===== src/rtl/decode_stage.sv =====
// Buffered decode stage for the 8-bit NAND CPU: decodes fetched bytes into bundles,
// queues them in a small FIFO and gates intake with a run/halt/interrupt state machine.
module decode_stage #(
  parameter int unsigned DEPTH    = 2,
  parameter int unsigned PC_W     = 8,
  parameter int unsigned ALU_OP_W = 4
) (
  input  logic                         clk,
  input  logic                         rst,
  input  logic                         in_valid,
  output logic                         in_ready,
  input  logic [7:0]                   in_instr,
  input  logic [PC_W-1:0]              in_pc,
  input  logic                         flush,
  input  logic                         resume,
  input  logic                         int_ack,
  output logic                         out_valid,
  input  logic                         out_ready,
  output logic [PC_W-1:0]              out_pc,
  output logic                         out_use_ra,
  output logic                         out_use_rt,
  output logic                         out_use_rw,
  output logic [3:0]                   out_rt_addr,
  output logic [3:0]                   out_rw_addr,
  output logic                         out_read_ps,
  output logic                         out_write_ps,
  output logic                         out_use_immdt,
  output logic [3:0]                   out_immdt,
  output logic [1:0]                   out_shift,
  output logic                         out_jump,
  output logic                         out_branch,
  output logic                         out_mem_read,
  output logic                         out_mem_write,
  output logic                         out_interrupt,
  output logic                         out_halt,
  output logic [ALU_OP_W-1:0]          out_alu_op,
  output logic [$clog2(DEPTH+1)-1:0]   out_count
);

  localparam int unsigned CNT_W = $clog2(DEPTH + 1);
  localparam int unsigned PTR_W = (DEPTH > 1) ? $clog2(DEPTH) : 1;

  localparam logic [CNT_W-1:0] CntFull  = CNT_W'(DEPTH);
  localparam logic [PTR_W-1:0] PtrLast  = PTR_W'(DEPTH - 1);

  localparam logic [ALU_OP_W-1:0] AluNop  = ALU_OP_W'(0);
  localparam logic [ALU_OP_W-1:0] AluClr  = ALU_OP_W'(1);
  localparam logic [ALU_OP_W-1:0] AluCp   = ALU_OP_W'(2);
  localparam logic [ALU_OP_W-1:0] AluNand = ALU_OP_W'(3);
  localparam logic [ALU_OP_W-1:0] AluLs   = ALU_OP_W'(4);
  localparam logic [ALU_OP_W-1:0] AluRs   = ALU_OP_W'(5);
  localparam logic [ALU_OP_W-1:0] AluEq   = ALU_OP_W'(6);
  localparam logic [ALU_OP_W-1:0] AluNe   = ALU_OP_W'(7);
  localparam logic [ALU_OP_W-1:0] AluLi   = ALU_OP_W'(8);

  typedef struct packed {
    logic [PC_W-1:0]     pc;
    logic                use_ra;
    logic                use_rt;
    logic                use_rw;
    logic [3:0]          rt_addr;
    logic [3:0]          rw_addr;
    logic                read_ps;
    logic                write_ps;
    logic                use_immdt;
    logic [3:0]          immdt;
    logic [1:0]          shift;
    logic                jump;
    logic                branch;
    logic                mem_read;
    logic                mem_write;
    logic                interrupt;
    logic                halt;
    logic [ALU_OP_W-1:0] alu_op;
  } bundle_t;

  typedef enum logic [1:0] {StRun, StHalted, StIntWait} state_e;

  state_e           state_q, state_d;
  bundle_t          mem_q [DEPTH];
  logic [PTR_W-1:0] wr_ptr_q, wr_ptr_d;
  logic [PTR_W-1:0] rd_ptr_q, rd_ptr_d;
  logic [CNT_W-1:0] count_q, count_d;
  bundle_t          dec;
  bundle_t          head;
  logic             push, pop;

  function automatic logic [PTR_W-1:0] ptr_inc(input logic [PTR_W-1:0] p);
    return (p == PtrLast) ? '0 : p + 1'b1;
  endfunction

  // Decode of the incoming byte; immdt/shift/rt_addr are raw instruction fields.
  always_comb begin
    dec           = '0;
    dec.pc        = in_pc;
    dec.rt_addr   = in_instr[3:0];
    dec.immdt     = in_instr[3:0];
    dec.shift     = in_instr[5:4];
    dec.alu_op    = AluNop;
    casez (in_instr[7:4])
      4'b0000: begin
        if (in_instr[3:0] == 4'h0) begin
          dec.use_rw = 1'b1;
          dec.alu_op = AluClr;
        end else begin
          dec.use_ra  = 1'b1;
          dec.use_rw  = 1'b1;
          dec.rw_addr = in_instr[3:0];
          dec.alu_op  = AluCp;
        end
      end
      4'b0001, 4'b0010, 4'b0011: begin
        dec.use_ra = 1'b1;
        dec.use_rt = 1'b1;
        dec.use_rw = 1'b1;
        dec.alu_op = (in_instr[5:4] == 2'b01) ? AluNand :
                     (in_instr[5:4] == 2'b10) ? AluLs : AluRs;
      end
      4'b0100, 4'b0101: begin
        dec.use_ra   = 1'b1;
        dec.use_rt   = 1'b1;
        dec.write_ps = 1'b1;
        dec.alu_op   = in_instr[4] ? AluNe : AluEq;
      end
      4'b0110: begin
        dec.use_rt  = 1'b1;
        dec.read_ps = 1'b1;
        dec.branch  = 1'b1;
      end
      4'b0111: begin
        dec.use_rt  = 1'b1;
        dec.use_rw  = 1'b1;
        dec.rw_addr = in_instr[3:0];
        dec.jump    = 1'b1;
      end
      4'b10??: begin
        dec.use_ra    = 1'b1;
        dec.use_rw    = 1'b1;
        dec.use_immdt = 1'b1;
        dec.alu_op    = AluLi;
      end
      4'b1100: begin
        dec.use_rt   = 1'b1;
        dec.use_rw   = 1'b1;
        dec.mem_read = 1'b1;
      end
      4'b1101: begin
        dec.use_ra    = 1'b1;
        dec.use_rt    = 1'b1;
        dec.mem_write = 1'b1;
      end
      4'b1110: begin
        dec.use_immdt = 1'b1;
        dec.interrupt = 1'b1;
      end
      default: begin
        dec.use_immdt = 1'b1;
        dec.halt      = 1'b1;
      end
    endcase
  end

  assign in_ready  = (state_q == StRun) && (count_q < CntFull);
  assign out_valid = (count_q != '0);
  // Flush overrides both sides of the FIFO in the same cycle.
  assign push      = in_valid && in_ready && !flush;
  assign pop       = out_valid && out_ready && !flush;

  always_comb begin
    wr_ptr_d = wr_ptr_q;
    rd_ptr_d = rd_ptr_q;
    count_d  = count_q;
    if (flush) begin
      wr_ptr_d = '0;
      rd_ptr_d = '0;
      count_d  = '0;
    end else begin
      if (push) wr_ptr_d = ptr_inc(wr_ptr_q);
      if (pop)  rd_ptr_d = ptr_inc(rd_ptr_q);
      if (push && !pop) count_d = count_q + 1'b1;
      else if (pop && !push) count_d = count_q - 1'b1;
    end
  end

  always_comb begin
    state_d = state_q;
    if (flush) begin
      state_d = StRun;
    end else begin
      unique case (state_q)
        StRun: begin
          if (push && dec.halt) state_d = StHalted;
          else if (push && dec.interrupt) state_d = StIntWait;
        end
        StHalted:  if (resume)  state_d = StRun;
        StIntWait: if (int_ack) state_d = StRun;
        default:   state_d = StRun;
      endcase
    end
  end

  always_ff @(posedge clk or posedge rst) begin
    if (rst) begin
      state_q  <= StRun;
      wr_ptr_q <= '0;
      rd_ptr_q <= '0;
      count_q  <= '0;
    end else begin
      state_q  <= state_d;
      wr_ptr_q <= wr_ptr_d;
      rd_ptr_q <= rd_ptr_d;
      count_q  <= count_d;
    end
  end

  always_ff @(posedge clk or posedge rst) begin
    if (rst) begin
      for (int i = 0; i < DEPTH; i++) mem_q[i] <= '0;
    end else if (push) begin
      mem_q[wr_ptr_q] <= dec;
    end
  end

  // Bundle outputs read as zero whenever the FIFO is empty.
  assign head = out_valid ? mem_q[rd_ptr_q] : '0;

  assign out_pc        = head.pc;
  assign out_use_ra    = head.use_ra;
  assign out_use_rt    = head.use_rt;
  assign out_use_rw    = head.use_rw;
  assign out_rt_addr   = head.rt_addr;
  assign out_rw_addr   = head.rw_addr;
  assign out_read_ps   = head.read_ps;
  assign out_write_ps  = head.write_ps;
  assign out_use_immdt = head.use_immdt;
  assign out_immdt     = head.immdt;
  assign out_shift     = head.shift;
  assign out_jump      = head.jump;
  assign out_branch    = head.branch;
  assign out_mem_read  = head.mem_read;
  assign out_mem_write = head.mem_write;
  assign out_interrupt = head.interrupt;
  assign out_halt      = head.halt;
  assign out_alu_op    = head.alu_op;
  assign out_count     = count_q;

endmodule


===== config.mk =====
export PLATFORM = sky130hd
export DESIGN_NAME = decode_stage
export DESIGN_NICKNAME = d
export VERILOG_FILES = /design/src/rtl/decode_stage.sv
export SDC_FILE = /design/constraint.sdc
export NUM_CORES = 1
export LEC_CHECK = 0
export ABC_CLOCK_PERIOD_IN_PS = 4000
export CORE_MARGIN = 1.5
export CORE_UTILIZATION = 40
export CTS_CLUSTER_DIAMETER = 60
export DETAILED_ROUTE_END_ITERATION = 10
export GPL_TIMING_DRIVEN = 0
export MAX_ROUTING_LAYER = met4
export PLACE_DENSITY = 0.67
export SYNTH_ARGS = -nofsm -noshare
export SYNTH_HDL_FRONTEND = slang
export SYNTH_SLANG_ARGS = --single-unit

===== constraint.sdc =====
create_clock -name clk -period 4 [get_ports clk]
set_input_delay 1.2 -clock clk [delete_from_list [all_inputs] [get_ports clk]]
set_output_delay 1.2 -clock clk [all_outputs]
set_load 0.01 [all_outputs]

Word level (Yosys, flattened, before mapping)
Index checks and enable logic that the tools add are counted.

Register bits after elaboration: 82. Latch bits: 0. Bits in writable memories: 0. Bits in read-only memories: 0. Input port bits: 23. Output and inout bits: 42. Logic and storage cells: 137. Memories: 0.

Add/subtract/negate cells: 4. Multipliers: 0. Divide/modulo/power cells: 0. Magnitude comparators: 4. Equality and inequality tests: 18. Shift-type cells: 0. Mux-type cells: 41. Bitwise operators: 2. Reductions and logical operators: 28.

Operator list (number): 38-bit 2-to-1 mux (5); 76-bit bitwise mux (1); 38-bit demux with 1-bit select (1); 1-bit 2-to-1 mux (19); 2-bit 2-to-1 mux (9); 4-bit by 3-bit equality test with 1-bit output (second input constant) (4); 4-bit case mux with 4 select lines (1); 7-bit OR reduction (2); 4-bit equality test (second input constant) (3); 12-bit OR reduction (1); 1-bit logical AND (10); 10-bit OR reduction (1); 9-bit OR reduction (1); 4-bit by 2-bit equality test with 1-bit output (second input constant) (2); 4-bit logical NOT (2); 4-bit case mux with 2 select lines (1); 2-bit equality test (second input constant) (3); 3-bit inequality test (second input constant) (2); 2-bit case mux with 3 select lines (1); 2-bit nonzero test (3); 2-bit by 1-bit equality test with 1-bit output (second input constant) (2); 4-bit by 1-bit equality test with 1-bit output (second input constant) (1); 2-bit greater-or-equal comparator (second input constant) (2); 4-bit 2-to-1 mux (1); 15 further kinds (19).

Longest topological paths before layout
Gate-level depths: netlist (run 1).

Depth after elaboration: 9. Depth in mapped cells: 6. Depth with buffers taken out: 3.

Least setup slack after synthesis (run 1)
Ideal clock, no wire load.

Kind: input port to flip-flop. From: input flush. To: register mem_q[42] (netlist bit). Setup time: 0.125 ns. Arrival: 2.618 ns. Data required time: 3.875 ns. Setup slack: 1.257 ns. Stages: 6. Buffers on the path: 3. Cells stage by stage: buf_6 > or4b_1 > clkbuf_2 > nor3_4 > buf_6 > mux2_2.

Longest elaborated chain between the ends: 2.

Ends and longest elaborated chain: start, declared (RTL line 14) `input logic flush,`; 1-bit logical NOT (RTL line 166) `assign push = in_valid && in_ready && !flush;`; 1-bit logical AND (RTL line 166); end signal, assigned by index (RTL line 220) `mem_q[wr_ptr_q] <= dec;`; end, declared (RTL line 80) `bundle_t mem_q [DEPTH];`.

No other way between the ends. A chain may end at the register's enable or synchronous reset.

Final worst setup path (run 1)
From: register rd_ptr_q. To: output out_rt_addr[3].

Longest elaborated chain between the ends: 5.

Ends and longest elaborated chain: start, declared (RTL line 82) `logic [PTR_W-1:0] rd_ptr_q, rd_ptr_d;`; start signal, assigned (RTL line 211) `rd_ptr_q <= rd_ptr_d;`; 1-bit NOT with 2-bit output (implied by the code) (RTL line 225) `assign head = out_valid ? mem_q[rd_ptr_q] : '0;`; 38-bit 2-to-1 mux (implied by the code) (3 in a row) (RTL line 225); 38-bit 2-to-1 mux (RTL line 225); end, declared (RTL line 23) `output logic [3:0] out_rt_addr,`.

No other way between the ends. The select of a mux whose other input is x is not followed.

==> results of run 1 <==
[path summary, 6_finish.rpt]
path,end,depth (start not counted),slack (ps)
worst max-delay path,out_rt_addr[3],6,290
worst min-delay path,mem_q[69]$_DFFE_PP0P_,1,510
worst max register to register,mem_q[58]$_DFFE_PP0P_,6,1850
worst min register to register,mem_q[69]$_DFFE_PP0P_,1,510
max in group asynchronous,rd_ptr_q$_DFFE_PP0P_,2,2030
min in group asynchronous,mem_q[24]$_DFFE_PP0P_,2,1390
[registers in the layout (all words and copies together) (netlist names)]
signal / flops
wr_ptr_q: 1
state_q: 2
rd_ptr_q: 1
out_count: 2
mem_q: 66
[placed cells by master (no fill, tap or decap), types with 7 or more instances in the layout]
cell and instances:
clkdlybuf4s50_1 62, mux2_2 60, clkbuf_1 13, o31ai_1 7
clkbuf_8 10, nor2_1 43, buf_2 7, a21oi_1 9
mux2i_1 33, dfrtp_1 72
[routing by layer]
layer  track usage  share of wire  vias up
met3       0.04152          0.040       12
met2        0.2806           0.46       52
met4       0.06593          0.011        0
li1              -              -     1221
met1        0.2499           0.49     1277
met5             -              0        -
[metrics by stage]
stage / setup slack, ps / hold WS, ps / power [uW]
finish: 285.3 / 505.2 / 2078
global route: 158.8 / 515.2 / 2188
CTS: 82.57 / 509.0 / 2097
detailed placement: 477.6 / 494.6 / 1456
global placement: -177.0 / 485.8 / 1434
floorplan: 975.1 / 467.2 / 1269
[area by class of cell]
| cell class | count | area [um2] |
|---|---|---|
| clock buffer | 10 | 137.6 |
| buffer | 29 | 160.2 |
| timing repair buffer | 62 | 620.6 |
| sequential | 72 | 1802 |
| multi-input combinational | 205 | 1633 |
| fill | 781 | 4129 |
| tap | 108 | 135.1 |
| inverter | 5 | 21.27 |
| clock inverter | 6 | 82.58 |
[power by group through the flow]
stage                     clock network (uW)  logic, uW  registers, uW
after floorplan                            0        322            947
after global placement                     0        475            959
after detailed placement                   0        488            969
after CTS                                654        489            954
after global routing                     683        528            976
final                                    641        482            955
[cells by family (layout without fill, tap and decap cells)]
kind of cell              Yosys count  after routing  share of synthesized area
muxes                              93             93                     0.2786
and+or+nand+nor                    83             83                     0.1227
DFF                                72             72                     0.4990
buffers and inverters              34            112                    0.04955
AOI/OAI and AO/OA                  27             27                    0.04539
xor gates and xnor gates            2              2                   0.004852
[repair_timing]
item	in CTS	in global routing
setup buffers	0	0
endpoints found under the setup margin	0	5
resized for setup	0	1
==> flow_summary_export.csv, run 1 <==
group,metric,value,unit
outcome,status,"finished clean",
setup_path,timing.rr.start,"out_count[1]$_DFFE_PP0P_",
timing,finalCriticalPeriod,3715,ps
cells_and_area,post-route-util,0.5265,
cts,cts_hold_buf,0,
drt,vias,2562,
cells_and_area,antenna_cells,0,
drt,ant_nets,0,
global_routing,grt_overflow_total,0,
setup_path,path_class,"register to output pin",
cells_and_area,final_nets,407,
cts,cts_tree,"yes",
die,die_w,98.01,um
pwr,switching_share,0.2701,
synth,async_flop_share,1.000,
cts,cts_buffers,9,
placement,portBuffers,62,
setup_path,slowest_stage,"clkdlybuf4s50_1",
synth,synth.yosys.seq_area_share,0.4990,
drt,drt_iter0_drc,81,
synth,synth_top_area_cell,"dfrtp_1",
synth,synth-edff-count,0,
cells_and_area,design_area,0.004592,mm2
timing,fin_crit_sh,0.9287,
synth,synth_nets,334,
setup_path,startpoint,"rd_ptr_q$_DFFE_PP0P_",
synth,ys_warn_count,0,
run,cap_viol_max_count,0,
cts,cts.sinks,72,
global_routing,grt_pass1_vias,2699,
pwr,p_sw,561.3,uW
global_routing,grt_first_pass_wirelength,13540,um
synth,ys_types,40,
setup_path,max_stage_delay,470,ps
cts,insertion_delay,360,ps
timing,slew_headroom,0.4043,
global_routing,antenna_found_initial,0,
setup_path,required,2800,ps
die,std_cell_rows,34,
timing,clock_skew,7.323,ps
drt,drc,0,
die,ioPinCount,65,
setup_path,cp-end-kind,"output pin",
pwr,p_comb_frac,0.232,
hold_path,hp-start,"mem_q[69]$_DFFE_PP0P_",
drt,wl,8240,um
die,start_util,0.4141,
die,core,0.008721,mm2
timing,rsz0062_at_grt,"false",
synth,synth_top_flop_cell,"dfrtp_1",
pwr,power_frac_clock,0.309,
synth,yosysMostFrequentCell,"dfrtp_1",
timing,finalHoldViolCount,0,
cts,cts.clk_slew.worst_paths,70,ps
placement,gp_congestion,0.8529,
synth,syn_area_per_cell,11.61,um2
setup_path,cp.buffers_inverters,4,
global_routing,grt_max_degree,73,
cts,htreeDepth,3,
synth,syn_inst,311,
synth,netlist_top_cells_area,"dfrtp_1, mux2_2, mux2i_1",
pwr,internal_power,1517,uW
drt,wl_per_cell,16.58,um
cts,clk_path_buf_depth,2,
timing,fmax,0.2692,GHz
hold_path,hp-class,"register to register",
placement,numPlacedInstances,481,
die,dieArea,0.009606,mm2
synth,synth_area,0.003611,mm2
timing,slew_viol_final,0,
pwr,p_leak,0.001933,uW
synth,yosys-top-cells-count,"dfrtp_1, mux2_2, nor2_1, mux2i_1, clkbuf_1",
die,die_y,98.01,um
setup_path,worstPathCellList,"clkbuf_1 > buf_2 > mux2i_1 > nor2_1 > buf_4 > clkdlybuf4s50_1",
cells_and_area,area_growth,27.17,%
timing,worst_pin_slew,893.5,ps
pwr,ir_drop,0.2353,mV
setup_path,critPathArrivalTime,2510,ps
synth,synthDominantCellAreaShare,0.4990,
cells_and_area,drive_above_1_share,0.2519,
setup_path,path_max_fanout,10,
synth,ys_seq_elements,72,
drt,routed_via_density,5.155,
timing,final.setup.tns,0,ps
placement,placement.cell_area,0.004369,mm2
global_routing,gr-usage-all-layers,0.1869,
drt,drt_first_pass_iters,4,
cells_and_area,final_cells,497,
setup_path,crit_family,"buffers and inverters",
cts,cts-root-buf,"clkbuf_8",
pwr,pwr-share-seq,0.459,
placement,hpwl,5663,um
timing,setup_violations,0,
pwr,powerDensity,452.6,mW/mm2
setup_path,cp-start-kind,"register",
Note: power is estimated with default switching activity, not from simulation.
==> run 2: changes to the inputs <==
--- a/config.mk
+++ b/config.mk
@@ -6,13 +6,15 @@
 export NUM_CORES = 1
 export LEC_CHECK = 0
 export ABC_CLOCK_PERIOD_IN_PS = 4000
+export CELL_PAD_IN_SITES_DETAIL_PLACEMENT = 1
+export CELL_PAD_IN_SITES_GLOBAL_PLACEMENT = 1
 export CORE_MARGIN = 1.5
 export CORE_UTILIZATION = 40
 export CTS_CLUSTER_DIAMETER = 60
 export DETAILED_ROUTE_END_ITERATION = 10
 export GPL_TIMING_DRIVEN = 0
 export MAX_ROUTING_LAYER = met4
-export PLACE_DENSITY = 0.67
+export PLACE_DENSITY = 0.8
 export SYNTH_ARGS = -nofsm -noshare
 export SYNTH_HDL_FRONTEND = slang
 export SYNTH_SLANG_ARGS = --single-unit
==> flow_summary_export.csv, run 2 (synthesis results as in run 1) <==
group,metric,value,unit
setup_path,critPathArrivalTime,2510,ps
timing,finalCriticalPeriod,3706,ps
die,std_cell_rows,34,
hold_path,hp-class,"register to register",
die,core,0.008721,mm2
drt,drt_iter0_drc,106,
global_routing,antenna_found_initial,0,
global_routing,grt_overflow_total,0,
cts,htreeDepth,3,
pwr,p_sw,573.6,uW
timing,fmax,0.2698,GHz
timing,final.setup.tns,0,ps
setup_path,cp.buffers_inverters,4,
setup_path,startpoint,"out_count[1]$_DFFE_PP0P_",
timing,slew_viol_final,0,
setup_path,slowest_stage,"clkbuf_1",
timing,worst_pin_slew,894.9,ps
timing,rsz0062_at_grt,"false",
pwr,internal_power,1625,uW
timing,fin_crit_sh,0.9265,
cells_and_area,final_cells,496,
timing,slew_headroom,0.4034,
setup_path,cp-start-kind,"register",
global_routing,grt_first_pass_wirelength,14970,um
placement,dp_slack,487.6,ps
global_routing,gr-usage-all-layers,0.2057,
pwr,p_leak,0.001946,uW
drt,wl_per_cell,18.00,um
cts,clk_path_buf_depth,2,
global_routing,grt_pass1_vias,3019,
cts,cts_buffers,9,
placement,gp_congestion,0.7492,
cells_and_area,regMostFlops,"mem_q",
drt,routed_via_density,5.401,
timing,timing.final.ws_setup,294.1,ps
die,start_util,0.4141,
pwr,pwr-share-seq,0.436,
cells_and_area,final_nets,407,
die,die_y,98.01,um
cts,insertion_delay,350,ps
die,dieArea,0.009606,mm2
cts,cts-root-buf,"clkbuf_8",
pwr,powerDensity,475.1,mW/mm2
pwr,ir_drop,0.2678,mV
hold_path,hp-start,"mem_q[73]$_DFFE_PP0P_",
drt,wl,8929,um
placement,numPlacedInstances,481,
setup_path,path_common_cell,"clkbuf_1",
pwr,power_frac_clock,0.341,
run,cap_viol_max_count,0,
cells_and_area,layout_commonest_cell,"dfrtp_1",
drt,vias,2679,
setup_path,worstPathCellList,"clkbuf_1 > nor2_2 > clkbuf_1 > nor2_1 > buf_4 > clkdlybuf4s50_1",
cells_and_area,multi_input_area,0.001633,mm2
setup_path,max_stage_delay,460,ps
cts,cts_setup_buffers,0,
cells_and_area,final_cell_mix,"dfrtp_1, clkdlybuf4s50_1, mux2_2, nor2_1, mux2i_1",
placement,hpwl,6235,um
cells_and_area,antenna_cells,0,
drt,ant_nets,0,
pwr,p_comb_frac,0.222,
outcome,status,"finished clean",
setup_path,timing.rr.start,"out_count[1]$_DFFE_PP0P_",
timing,finalHoldViolCount,0,
cts,cts_tree,"yes",
setup_path,crit_family,"buffers and inverters",
cts,cts.sinks,72,
cells_and_area,nFillCells,924,
cells_and_area,area_growth,28.17,%
timing,setup_violations,0,
cells_and_area,seq_area,0.001802,mm2
drt,drc,0,
setup_path,cp-end-kind,"output pin",
setup_path,path_class,"register to output pin",
global_routing,grt_max_degree,73,
die,die_w,98.01,um
die,ioPinCount,65,
cells_and_area,largest_reg_flops,66,
cts,cts.clk_slew.worst_paths,80,ps
timing,clock_skew,7.984,ps
setup_path,path_max_fanout,10,
setup_path,required,2800,ps
cells_and_area,drive_above_1_share,0.2500,
pwr,switching_share,0.2609,
drt,drt_first_pass_iters,4,
placement,portBuffers,62,
run 2: cell types whose count changed in the layout (fill, tap and decap cells not counted):
| cell | change |
|---|---|
| bufinv_16 | +2 |
| clkbuf_8 | -1 |
| clkinv_2 | -2 |
run 2: power by group through the flow:
stage / Sequential, uW / Combinational (uW) / Clock, uW
6_report: 960 / 489 / 751
4_1_cts: 960 / 497 / 760
5_1_grt: 980 / 534 / 796
2_1_floorplan: 947 / 322 / 0
3_5_place_dp: 973 / 492 / 0
3_3_place_gp: 958 / 474 / 0
run 2: layout make-up:
class                      count  share of cell area
sequential                    72              0.3893
multi-input combinational    205              0.3528
timing repair buffer          62              0.1341
buffer                        29             0.03460
tap                          108             0.02920
clock inverter                 6             0.02866
clock buffer                   9             0.02676
inverter                       5            0.004596
run 2: per-stage QoR:
step                hold WS (ps)  total power [uW]  utilization  area (um2)
global route               521.2              2310       0.5307        4628
floorplan                  467.2              1269            -        3611
finish                     507.0              2199       0.5307        4628
CTS                        509.1              2217       0.5304        4626
detailed placement         493.2              1465       0.5010        4369
global placement           485.9              1432       0.5007        4367
run 2: path summary, 6_finish.rpt:
| check | slack, ps | end | depth (start not counted) |
|---|---|---|---|
| max in group asynchronous | 2020 | mem_q[28]$_DFFE_PP0P_ | 2 |
| worst min register to register | 510 | mem_q[73]$_DFFE_PP0P_ | 1 |
| worst max-delay path | 290 | out_read_ps | 6 |
| min in group asynchronous | 1350 | mem_q[72]$_DFFE_PP0P_ | 2 |
| worst min-delay path | 510 | mem_q[73]$_DFFE_PP0P_ | 1 |
| worst max register to register | 1770 | mem_q[58]$_DFFE_PP0P_ | 6 |
run 2: timing repair:
item,in CTS,in global routing
endpoints found under the setup margin,0,5
hold buffers,0,0
resized for setup,0,1
run 2: metal layers:
layer	wire, um	vias up	global-route usage	part of all wire
met2	4685	47	0.3544	0.52
met3	261	11	0.02935	0.029
met5	0	-	-	0
met1	3856	1392	0.2475	0.43
li1	-	1229	-	-
met4	125	0	0.06923	0.014
==> run 3: changes to the inputs <==
--- a/config.mk
+++ b/config.mk
@@ -15,6 +15,7 @@
 export GPL_TIMING_DRIVEN = 0
 export MAX_ROUTING_LAYER = met4
 export PLACE_DENSITY = 0.8
+export RECOVER_POWER = 50
 export SYNTH_ARGS = -nofsm -noshare
 export SYNTH_HDL_FRONTEND = slang
 export SYNTH_SLANG_ARGS = --single-unit
==> flow_summary_export.csv, run 3 (synthesis results as in run 1) <==
group,metric,value,unit
die,ioPinCount,65,
die,start_util,0.4141,
setup_path,cp.buffers_inverters,4,
placement,hpwl,6235,um
global_routing,grt_max_degree,73,
cts,cts_buffers,9,
global_routing,grt_first_pass_wirelength,14970,um
setup_path,reg2reg_depth,5,
setup_path,required,2800,ps
die,core,0.008721,mm2
hold_path,hp-class,"register to register",
cells_and_area,final_cell_mix,"dfrtp_1, mux2_2, clkdlybuf4s50_1, nor2_1, mux2i_1",
cells_and_area,largest_reg_flops,66,
run,cap_viol_max_count,1,
cts,cts_hold_buf,0,
setup_path,cp-start-kind,"register",
cts,insertion_delay,350,ps
global_routing,antenna_found_initial,0,
global_routing,gr-usage-all-layers,0.2057,
cells_and_area,regMostFlops,"mem_q",
setup_path,rr_endpoint,"mem_q[63]$_DFFE_PP0P_",
cts,cts.clk_slew.worst_paths,80,ps
cells_and_area,layout_commonest_cell,"dfrtp_1",
timing,finalHoldViolCount,0,
cells_and_area,final_cells,496,
pwr,powerDensity,476.6,mW/mm2
setup_path,crit_family,"buffers and inverters",
cts,clk_path_buf_depth,2,
timing,setup_violations,0,
drt,wl_per_cell,18.00,um
setup_path,worstPathCellList,"clkbuf_1 > nor2_2 > clkbuf_1 > nor2_1 > buf_4 > clkdlybuf4s50_1",
die,dieArea,0.009606,mm2
global_routing,grt_overflow_total,0,
cells_and_area,final_nets,407,
cts,cts_tree,"yes",
setup_path,path_class,"register to output pin",
pwr,finalPower,2195,uW
pwr,ir_drop,0.2641,mV
cells_and_area,drive_above_1_share,0.2371,
outcome,status,"complete, but fails checks",
timing,fmax,0.2701,GHz
timing,clock_skew,9.122,ps
setup_path,max_stage_delay,470,ps
global_routing,use_met3,0.02935,
global_routing,gr-usage-met2,0.3544,
timing,rsz0062_at_grt,"false",
global_routing,grtUsageMet1,0.2475,
timing,finalCriticalPeriod,3702,ps
drt,drt_first_pass_iters,4,
drt,drt_iter0_drc,100,
cells_and_area,area_growth,27.51,%
drt,wl,8930,um
global_routing,busiest_layer,"met2",
setup_path,slowest_stage,"clkbuf_1",
cts,htreeDepth,3,
cts,cts-root-buf,"clkbuf_8",
pwr,p_leak,0.001944,uW
hold_path,min_to,"mem_q[59]$_DFFE_PP0P_",
cells_and_area,antenna_cells,0,
drt,ant_nets,0,
cts,cts.sinks,72,
setup_path,timing.rr.start,"out_count[1]$_DFFE_PP0P_",
hold_path,hold_path_depth,1,
timing,fin_crit_sh,0.9256,
drt,routed_via_density,5.409,
outcome,violations,"max-capacitance violations",
placement,gp_congestion,0.7492,
setup_path,rrSetupSlack,1380,ps
global_routing,grt_pass1_vias,3019,
die,die_w,98.01,um
placement,portBuffers,62,
timing,slew_viol_final,0,
setup_path,path_max_fanout,10,
timing,worst_pin_slew,1472,ps
die,std_cell_rows,34,
timing,slew_headroom,0.01744,
setup_path,critPathArrivalTime,2500,ps
setup_path,cp-end-kind,"output pin",
setup_path,path_common_cell,"clkbuf_1",
hold_path,hp-start,"mem_q[59]$_DFFE_PP0P_",
placement,numPlacedInstances,481,
die,die_y,98.01,um
drt,vias,2683,
drt,drc,0,
==> run 3: cell types whose count changed in the layout (fill, tap and decap cells not counted), moves of 2 or more <==
| cell | before | now |
|---|---|---|
| clkbuf_1 | 13 | 16 |
| clkdlybuf4s50_1 | 62 | 56 |
| dlygate4sd3_1 | 0 | 6 |
| buf_2 | 7 | 5 |
==> run 3: power by group <==
group          total (uW)  switching (uW)  internal, uW
sequential            959            78.7           881
clock                 750             277           473
combinational         485             216           269
total                2190             572          1620
==> run 3: stage by stage <==
stage                 util  setup TNS (ps)  hold slack (ps)  instance area, um2  setup WS [ps]
CTS                 0.5304               0            509.1                4626          79.29
global placement    0.5007          -10560            485.9                4367         -151.3
global route        0.5280               0            521.1                4604          160.4
detailed placement  0.5010               0            493.2                4369          487.6
floorplan                -               0            467.2                3611          975.1
finish              0.5280               0            509.1                4604          297.6
==> run 3: per-layer routing <==
layer | share of wire | routed length, um | vias to the layer above
li1 | - | - | 1227
met1 | 0.43 | 3873 | 1396
met2 | 0.53 | 4690 | 49
met3 | 0.027 | 240 | 11
met4 | 0.014 | 125 | 0
met5 | 0 | 0 | -
==> run 3: area by class of cell <==
| type | count | area, um2 |
|---|---|---|
| timing repair buffer | 62 | 620.6 |
| fill | 930 | 4116 |
| tap | 108 | 135.1 |
| multi-input combinational | 205 | 1615 |
| clock inverter | 6 | 132.6 |
| buffer | 29 | 156.4 |
| sequential | 72 | 1802 |
| clock buffer | 9 | 123.9 |
| inverter | 5 | 18.77 |
==> run 3: what timing repair did <==
item,CTS,global route
hold endpoints to repair,0,0
setup buffers,0,0
gates resized for setup,0,1
setup endpoints to repair,0,5
==> run 3: worst max-delay path by stage <==
stage / start / end / slack (ps) / cells past startpoint
after floorplan: rst / mem_q[0]$_DFFE_PP0P_ / 980 / 1
after global placement: rst / mem_q[7]$_DFFE_PP0P_ / -150 / 2
after detailed placement: out_count[1]$_DFFE_PP0P_ / out_rt_addr[3] / 490 / 6
after CTS: out_count[1]$_DFFE_PP0P_ / out_rt_addr[3] / 80 / 6
after global routing: out_count[1]$_DFFE_PP0P_ / out_rt_addr[3] / 160 / 6
final: out_count[1]$_DFFE_PP0P_ / out_read_ps / 300 / 6
